## src/rtl/fractal_sync_rf_arbiter.sv

```systemverilog
// Round-robin arbiter sharing N_PORTS fractal-sync RF ports among N_REQ check/set requesters.
// Grants are combinational (zero-latency accept); each response is registered one cycle after its grant.
package fractal_sync_pkg;
    localparam int unsigned SD_WIDTH = 2;
endpackage

module fractal_sync_rf_arbiter #(
    parameter int unsigned N_REQ     = 4,
    parameter int unsigned N_PORTS   = 2,
    parameter int unsigned N_REGS    = 2,
    parameter int unsigned IDX_WIDTH = 1,
    localparam int unsigned SD_WIDTH = fractal_sync_pkg::SD_WIDTH
) (
    input  logic                                 clk_i,
    input  logic                                 rst_i,
    input  logic [N_REQ-1:0]                     req_valid_i,
    output logic [N_REQ-1:0]                     req_ready_o,
    input  logic [N_REQ-1:0]                     req_check_i,
    input  logic [N_REQ-1:0][IDX_WIDTH-1:0]      req_idx_i,
    input  logic [N_REQ-1:0][SD_WIDTH-1:0]       req_sd_i,
    output logic [N_REQ-1:0]                     rsp_valid_o,
    input  logic [N_REQ-1:0]                     rsp_ready_i,
    output logic [N_REQ-1:0]                     rsp_sync_o,
    output logic [N_REQ-1:0][SD_WIDTH-1:0]       rsp_sd_o,
    output logic [N_PORTS-1:0]                   rf_check_o,
    output logic [N_PORTS-1:0]                   rf_set_o,
    output logic [N_PORTS-1:0][IDX_WIDTH-1:0]    rf_idx_o,
    output logic [N_PORTS-1:0]                   rf_idx_valid_o,
    output logic [N_PORTS-1:0][SD_WIDTH-1:0]     rf_sd_o,
    input  logic [N_PORTS-1:0]                   rf_present_i,
    input  logic [N_PORTS-1:0][SD_WIDTH-1:0]     rf_sd_i
);

    localparam int unsigned RR_W   = (N_REQ > 1) ? $clog2(N_REQ) : 1;
    localparam int unsigned PORT_W = (N_PORTS > 1) ? $clog2(N_PORTS) : 1;

    if ((64'd1 << IDX_WIDTH) < 64'(N_REGS)) begin : g_idx_width_chk
        $error("IDX_WIDTH too small to address N_REGS registers");
    end
    if (N_PORTS < 1 || N_PORTS > N_REQ) begin : g_ports_chk
        $error("N_PORTS must be in 1..N_REQ");
    end
    if (N_REQ < 1) begin : g_req_chk
        $error("N_REQ must be at least 1");
    end

    logic [RR_W-1:0]                  rr_q;
    logic [RR_W-1:0]                  rr_nxt;
    logic [N_REQ-1:0]                 rsp_valid_q;
    logic [N_REQ-1:0]                 rsp_sync_q;
    logic [N_REQ-1:0][SD_WIDTH-1:0]   rsp_sd_q;

    logic [N_REQ-1:0]                 eligible;
    logic [N_REQ-1:0]                 granted;
    logic [N_REQ-1:0][PORT_W-1:0]     port_of;
    logic [N_REQ-1:0]                 rsp_hit;
    logic [N_PORTS-1:0]               port_used;
    logic [N_PORTS-1:0][RR_W-1:0]     port_req;
    logic [N_PORTS-1:0][IDX_WIDTH-1:0] port_idx;
    logic                             any_grant;
    logic [RR_W-1:0]                  last_grant;
    logic                             collide;
    int unsigned                      n_grant;
    int unsigned                      scan_r;

    always_comb begin
        for (int unsigned r = 0; r < N_REQ; r++) begin
            eligible[r] = req_valid_i[r] && !rsp_valid_q[r] && (32'(req_idx_i[r]) < N_REGS);
        end
    end

    // Scan from rr_q; each grant takes the next free port and blocks its idx for later requesters.
    always_comb begin
        granted    = '0;
        port_of    = '0;
        port_used  = '0;
        port_req   = '0;
        port_idx   = '0;
        any_grant  = 1'b0;
        last_grant = rr_q;
        n_grant    = 0;
        scan_r     = 0;
        collide    = 1'b0;
        for (int unsigned i = 0; i < N_REQ; i++) begin
            scan_r = 32'(rr_q) + i;
            if (scan_r >= N_REQ) begin
                scan_r = scan_r - N_REQ;
            end
            collide = 1'b0;
            for (int unsigned k = 0; k < N_PORTS; k++) begin
                if (port_used[k] && port_idx[k] == req_idx_i[scan_r]) begin
                    collide = 1'b1;
                end
            end
            if (eligible[scan_r] && n_grant < N_PORTS && !collide) begin
                granted[scan_r] = 1'b1;
                port_of[scan_r] = PORT_W'(n_grant);
                for (int unsigned k = 0; k < N_PORTS; k++) begin
                    if (k == n_grant) begin
                        port_used[k] = 1'b1;
                        port_req[k]  = RR_W'(scan_r);
                        port_idx[k]  = req_idx_i[scan_r];
                    end
                end
                n_grant    = n_grant + 1;
                any_grant  = 1'b1;
                last_grant = RR_W'(scan_r);
            end
        end
    end

    always_comb begin
        if (32'(last_grant) == N_REQ - 1) begin
            rr_nxt = '0;
        end else begin
            rr_nxt = last_grant + RR_W'(1);
        end
    end

    always_comb begin
        rf_check_o     = '0;
        rf_set_o       = '0;
        rf_idx_o       = '0;
        rf_idx_valid_o = '0;
        rf_sd_o        = '0;
        for (int unsigned k = 0; k < N_PORTS; k++) begin
            if (port_used[k] && !rst_i) begin
                rf_idx_valid_o[k] = 1'b1;
                rf_idx_o[k]       = port_idx[k];
                rf_sd_o[k]        = req_sd_i[port_req[k]];
                rf_check_o[k]     = req_check_i[port_req[k]];
                rf_set_o[k]       = !req_check_i[port_req[k]];
            end
        end
    end

    assign req_ready_o = rst_i ? '0 : granted;

    always_comb begin
        for (int unsigned r = 0; r < N_REQ; r++) begin
            rsp_hit[r] = req_check_i[r] && rf_present_i[port_of[r]];
        end
    end

    always_ff @(posedge clk_i or posedge rst_i) begin
        if (rst_i) begin
            rr_q        <= '0;
            rsp_valid_q <= '0;
            rsp_sync_q  <= '0;
            rsp_sd_q    <= '0;
        end else begin
            if (any_grant) begin
                rr_q <= rr_nxt;
            end
            for (int unsigned r = 0; r < N_REQ; r++) begin
                if (granted[r]) begin
                    rsp_valid_q[r] <= 1'b1;
                    rsp_sync_q[r]  <= rsp_hit[r];
                    rsp_sd_q[r]    <= rsp_hit[r] ? rf_sd_i[port_of[r]] : '0;
                end else if (rsp_valid_q[r] && rsp_ready_i[r]) begin
                    rsp_valid_q[r] <= 1'b0;
                    rsp_sync_q[r]  <= 1'b0;
                    rsp_sd_q[r]    <= '0;
                end
            end
        end
    end

    assign rsp_valid_o = rsp_valid_q;
    assign rsp_sync_o  = rsp_sync_q;
    assign rsp_sd_o    = rsp_sd_q;

endmodule

```

## config.mk

```make
export PLATFORM = sky130hd
export DESIGN_NAME = fractal_sync_rf_arbiter
export DESIGN_NICKNAME = d
export VERILOG_FILES = /design/src/rtl/fractal_sync_rf_arbiter.sv
export SDC_FILE = /design/constraint.sdc
export NUM_CORES = 1
export LEC_CHECK = 0
export CAP_MARGIN = 20
export CELL_PAD_IN_SITES_DETAIL_PLACEMENT = 1
export CELL_PAD_IN_SITES_GLOBAL_PLACEMENT = 1
export CORE_MARGIN = 3
export CORE_UTILIZATION = 30
export DETAILED_ROUTE_END_ITERATION = 7
export PLACE_DENSITY = 0.73
export SLEW_MARGIN = 20
export SYNTH_ARGS = -nofsm -noshare
export SYNTH_HDL_FRONTEND = slang
export SYNTH_SLANG_ARGS = --single-unit
```

## constraint.sdc

```tcl
create_clock -name clk_i -period 10.2 [get_ports clk_i]
set_clock_uncertainty 0.05 [all_clocks]
set_input_delay 1.53 -clock clk_i [delete_from_list [all_inputs] [get_ports clk_i]]
set_output_delay 1.53 -clock clk_i [all_outputs]
set_load 0.02 [all_outputs]
```

After elaboration in Yosys (flattened, before gate mapping) --
Cells that the tools add are included.
Storage, ports and cells: memories kept 0, bits of input ports 32, output and inout port bits 32, RAM bits 0, bits in registers 18, memory bits (read-only) 0, bits in latches 0, word-level logic and storage cells 245
Operators by class: equal/unequal tests 9, $mul 0, order comparisons 21, mux-type cells 142, shift operators 0, div/mod/pow operators 0, reductions and logical operators 46, bitwise operators 4, add/sub/neg operators 10
Operators with widths (count):
- 32-bit two-way mux | 6
- 32-bit by 1-bit greater-or-equal comparator with 1-bit output, second input constant | 4
- 32-bit by 3-bit < comparator with 1-bit output, second input constant | 4
- 1-bit by 32-bit == test with 1-bit output, first input constant | 3
- 32-bit zero test | 3
- 32-bit by 2-bit < comparator with 1-bit output, second input constant | 3
- 2-bit two-way mux | 42
- 1-bit two-way mux | 65
- 32-bit by 1-bit adder with 32-bit output, second input constant | 2
- 4-bit two-way mux | 11
- 1-bit logical AND | 29
- 1-bit binary-select mux with 2-bit select | 10
- 4-bit bitwise OR | 3
- 3-bit by 3-bit subtractor with 4-bit output, second input constant | 3
- 1-bit zero test | 10
- 3-bit greater-or-equal comparator, second input constant | 3
- 2-bit binary-select mux with 2-bit select | 2
- 4-bit bitwise mux | 2
- 1-bit demux with 2-bit select | 4
- 1-bit by 2-bit < comparator with 1-bit output, second input constant | 4
- 2-bit nonzero test | 4
- 2-bit by 2-bit adder with 3-bit output, second input constant | 2
- 2-bit by 3-bit < comparator with 1-bit output, second input constant | 2
- 1-bit == test | 5
- other kinds (6) | 6

Longest topological paths before layout --
word-level depth 30, depth in mapped cells 19, depth with buffers taken out 14

Worst setup path before layout --
OpenSTA, ideal clock, no wires.
kind input to output, start input port req_idx_i[1] (netlist name), end output port rf_idx_o[0] (netlist name), buffers on the path 3, data required time 8.620 ns, stages 14, setup slack 3.424 ns, arrival 5.196 ns, cells stage by stage mux4_1 -> xor2_1 -> o21a_1 -> buf_2 -> ha_1 -> inv_1 -> o211a_1 -> o2111ai_1 -> and3_1 -> buf_6 -> buf_4 -> nand4_2 -> a21oi_1 -> a21boi_0
RTL lines:
- from (decl) | RTL line 19 | input logic [N_REQ-1:0][IDX_WIDTH-1:0] req_idx_i,
- to (decl) | RTL line 27 | output logic [N_PORTS-1:0][IDX_WIDTH-1:0] rf_idx_o,

Final worst setup path --
start register rr_q[1], end output port rf_set_o[1]
On the way: word-level cells in the longest chain between the ends 29, elaborated cells between the ends (all ways) 95, those cells by class add/sub (9); order compare (7); eq/ne (8); mux (53); reduce/logical (18)
Ends and longest elaborated chain:
- from (decl) | RTL line 47 | logic [RR_W-1:0] rr_q;
- from (signal assigned) | RTL line 153 | rr_q <= rr_nxt;
- parallel branches: the longest is 28 deep, another holds 32-bit by 2-bit < comparator with 1-bit output
- 1-bit two-way mux * | RTL line 127 | if (port_used[k] && !rst_i) begin
- to (decl) | RTL line 26 | output logic [N_PORTS-1:0] rf_set_o,
Every way passes the cells marked *. The select of a mux whose other input is x is not followed.

==> qor.yml <==
cts_max_level: 1
io_pins: 64
cts_setup_buffers: 0
cts_tree: "built"
r2r_cells: 14
crit_start: "rr_q[1]$_DFFE_PP0P_"
grt-ovfl-total: 0
rsz0062_at_grt: "false"
hold_ws_ns: 0.459
grt_first_pass_wirelength_um: 18400
vias: 3346
yosys.area.top_type: "dfrtp_1"
n_antenna_cell: 0
netlist_instances: 361
hold_buffers: 0
port_buffers: 63
yosysUniqueCellTypes: 82
place_area_um2: 3750
start_util: 0.310
fin_area_um2: 3800
slew_headroom: 0.312
synth_edf_count: 0
r2r_slack_ns: 3.96
cts_resized: 0
vias_per_cell: 6.16
synth.avg_cell_area_um2: 8.44
drive_gt1_frac: 0.0951
worstPathRequired_ns: 8.62
hold_depth: 2
max_stage_delay_ns: 0.78
layout_common_cells: "63 x clkdlybuf4s50_1, 28 x nand3_1, 23 x nand2_1"
netlist_top_cells_area: "dfrtp_1 15%, mux4_2 5.9%, o211ai_1 4.7%"
cp-end-kind: "primary output"
num_rows: 36
fp.dieW_um: 107
cp_cell_sequence: "inv_1 > ha_1 > mux4_2 > xor2_1 > o21a_1 > ha_1 > inv_1 > o211a_1 > o2111ai_1 > and3_1 > a221oi_4 > nor3_4 > mux2_4 > o22ai_1 > clkdlybuf4s50_1"
drv_slew: 0
wl_um: 11100
num-nets-final: 453
synth-seq-area-share: 0.148
clockBufferDepth: 2
clk_pin_slew_worst_paths_ns: 0.07
cts.sinks: 18
setup_tns_ns: 0
grt_pass1_vias: 3414
wl_per_cell_um: 20.5
finalSetupViolCount: 0
yosys_warnings: 0
clock_latency_ns: 0.26
syn2layout_area_growth_pct: 24.9
cts-root-buf: "clkbuf_8"
hp-class: "flip-flop to flip-flop"
critical_path.max_fanout: 18
status: "finished clean"
antenna_found_initial: 0
reg2reg_from: "rr_q[1]$_DFFE_PP0P_"
gp_congestion: 0.877
start_kind: "flip-flop"
place_hpwl_um: 8520
drcViolationCount: 0
tightest_slew_ns: 1.03
layout_commonest_cell: "clkdlybuf4s50_1"
cp.arrival_ns: 6.96
synth_top_area_share: 0.148
crit_path_end: "rf_set_o[1]"
ant_nets: 0
fin_crit_sh: 0.837
postSynth.asyncResetShare: 1.00
die_area_um2: 11400
period_needed_ns: 8.54
grt_start_max_net_pins: 43
crit_type: "flip-flop to primary output"
slowest_stage: "dfrtp_1"
ys_ff_latch: 18
die_y_um: 107
track_usage: 0.196
synth_nets: 403
core_um2: 9820
hold_viol: 0
first_iter_violations: 261
maxCapViolations: 0
ys.flop_type: "dfrtp_1"
syn-cell-area_um2: 3050
timing.rr.end: "rsp_sync_o[2]$_DFFE_PP0P_"
cts_made_buffers: 3
clock.fmax_mhz: 117
fillCellCount: 1221
first_pass_iters: 5
-- critical path, delay by kind of cell (launching register included) --
family                   cells  cell delay [ns]
AND/OR/NAND/NOR              2             1.19
AO/OA/AOI/OAI                5             1.10
adder cells (fa/ha/maj)      2             1.09
buffers and inverters        3             1.08
multiplexers                 2             1.00
flip-flops                   1             0.78
XOR/XNOR                     1             0.43
-- per-layer routing --
layer,track usage,vias to the layer above,part of all wire
li1,-,1548,-
met4,0.0256,0,0.0061
met1,0.285,1675,0.46
met5,0,-,0
met3,0.0199,7,0.067
met2,0.322,116,0.46
-- how the worst min path moves through the flow --
| stage | start | end | slack, ns |
|---|---|---|---|
| after floorplan | rsp_sd_o[1]$_DFFE_PP0P_ | rsp_sd_o[1]$_DFFE_PP0P_ | 0.56 |
| final | rsp_sync_o[0]$_DFFE_PP0P_ | rsp_sync_o[0]$_DFFE_PP0P_ | 0.46 |
| after detailed placement | rsp_sync_o[0]$_DFFE_PP0P_ | rsp_sync_o[0]$_DFFE_PP0P_ | 0.45 |
| after CTS | rsp_sync_o[0]$_DFFE_PP0P_ | rsp_sync_o[0]$_DFFE_PP0P_ | 0.47 |
| after global placement | rsp_sync_o[3]$_DFFE_PP0P_ | rsp_sync_o[3]$_DFFE_PP0P_ | 0.44 |
| after global routing | rsp_sync_o[3]$_DFFE_PP0P_ | rsp_sync_o[3]$_DFFE_PP0P_ | 0.50 |
-- final cells by class --
cell class / count / area [µm²] / share of cell area
inverter: 16 / 60.1 / 0.0158
timing repair buffer: 65 / 646 / 0.170
clock buffer: 4 / 55.1 / 0.0145
tap: 133 / 166 / 0.0438
sequential: 18 / 450 / 0.118
multi-input combinational: 307 / 2430 / 0.638
-- state kept, by name, indices dropped and copies added, names as in the netlist --
name	count
rsp_sd_o	8
rsp_sync_o	4
rsp_valid_o	4
rr_q	2
-- synth_stat cells, types with 7 or more instances --
| cell | number |
|---|---|
| a21oi_1 | 11 |
| and2_1 | 8 |
| and3_1 | 8 |
| clkbuf_1 | 11 |
| dfrtp_1 | 18 |
| ha_1 | 10 |
| inv_1 | 14 |
| mux2i_1 | 14 |
| mux4_2 | 8 |
| nand2_1 | 23 |
| nand3_1 | 28 |
| nand4_1 | 7 |
| nor2_1 | 21 |
| nor3_1 | 11 |
| o211ai_1 | 19 |
| o21ai_0 | 8 |
| o22ai_1 | 8 |
-- kinds of logic (layout without fill, tap and decap cells) --
| logic type | count (synthesis) | in the layout | share of synthesized area |
|---|---|---|---|
| compound gates | 119 | 119 | 0.333 |
| xor+xnor | 8 | 8 | 0.0230 |
| fa+ha+maj | 10 | 10 | 0.0411 |
| buf+inv | 36 | 85 | 0.0555 |
| flops | 18 | 18 | 0.148 |
| mux | 27 | 27 | 0.130 |
| simple gates | 143 | 143 | 0.270 |
-- per-stage QoR --
step	std cells	worst slack, ns	utilization
2_1_floorplan	361	3.42	-
3_3_place_gp	539	2.00	0.382
3_5_place_dp	539	1.76	0.382
4_1_cts	543	1.71	0.387
5_1_grt	543	1.16	0.387
6_report	543	1.66	0.387
Power is left out: the tool's default activity adds up to more than one toggle a clock period on the data nets, which glitch-free logic cannot reach.
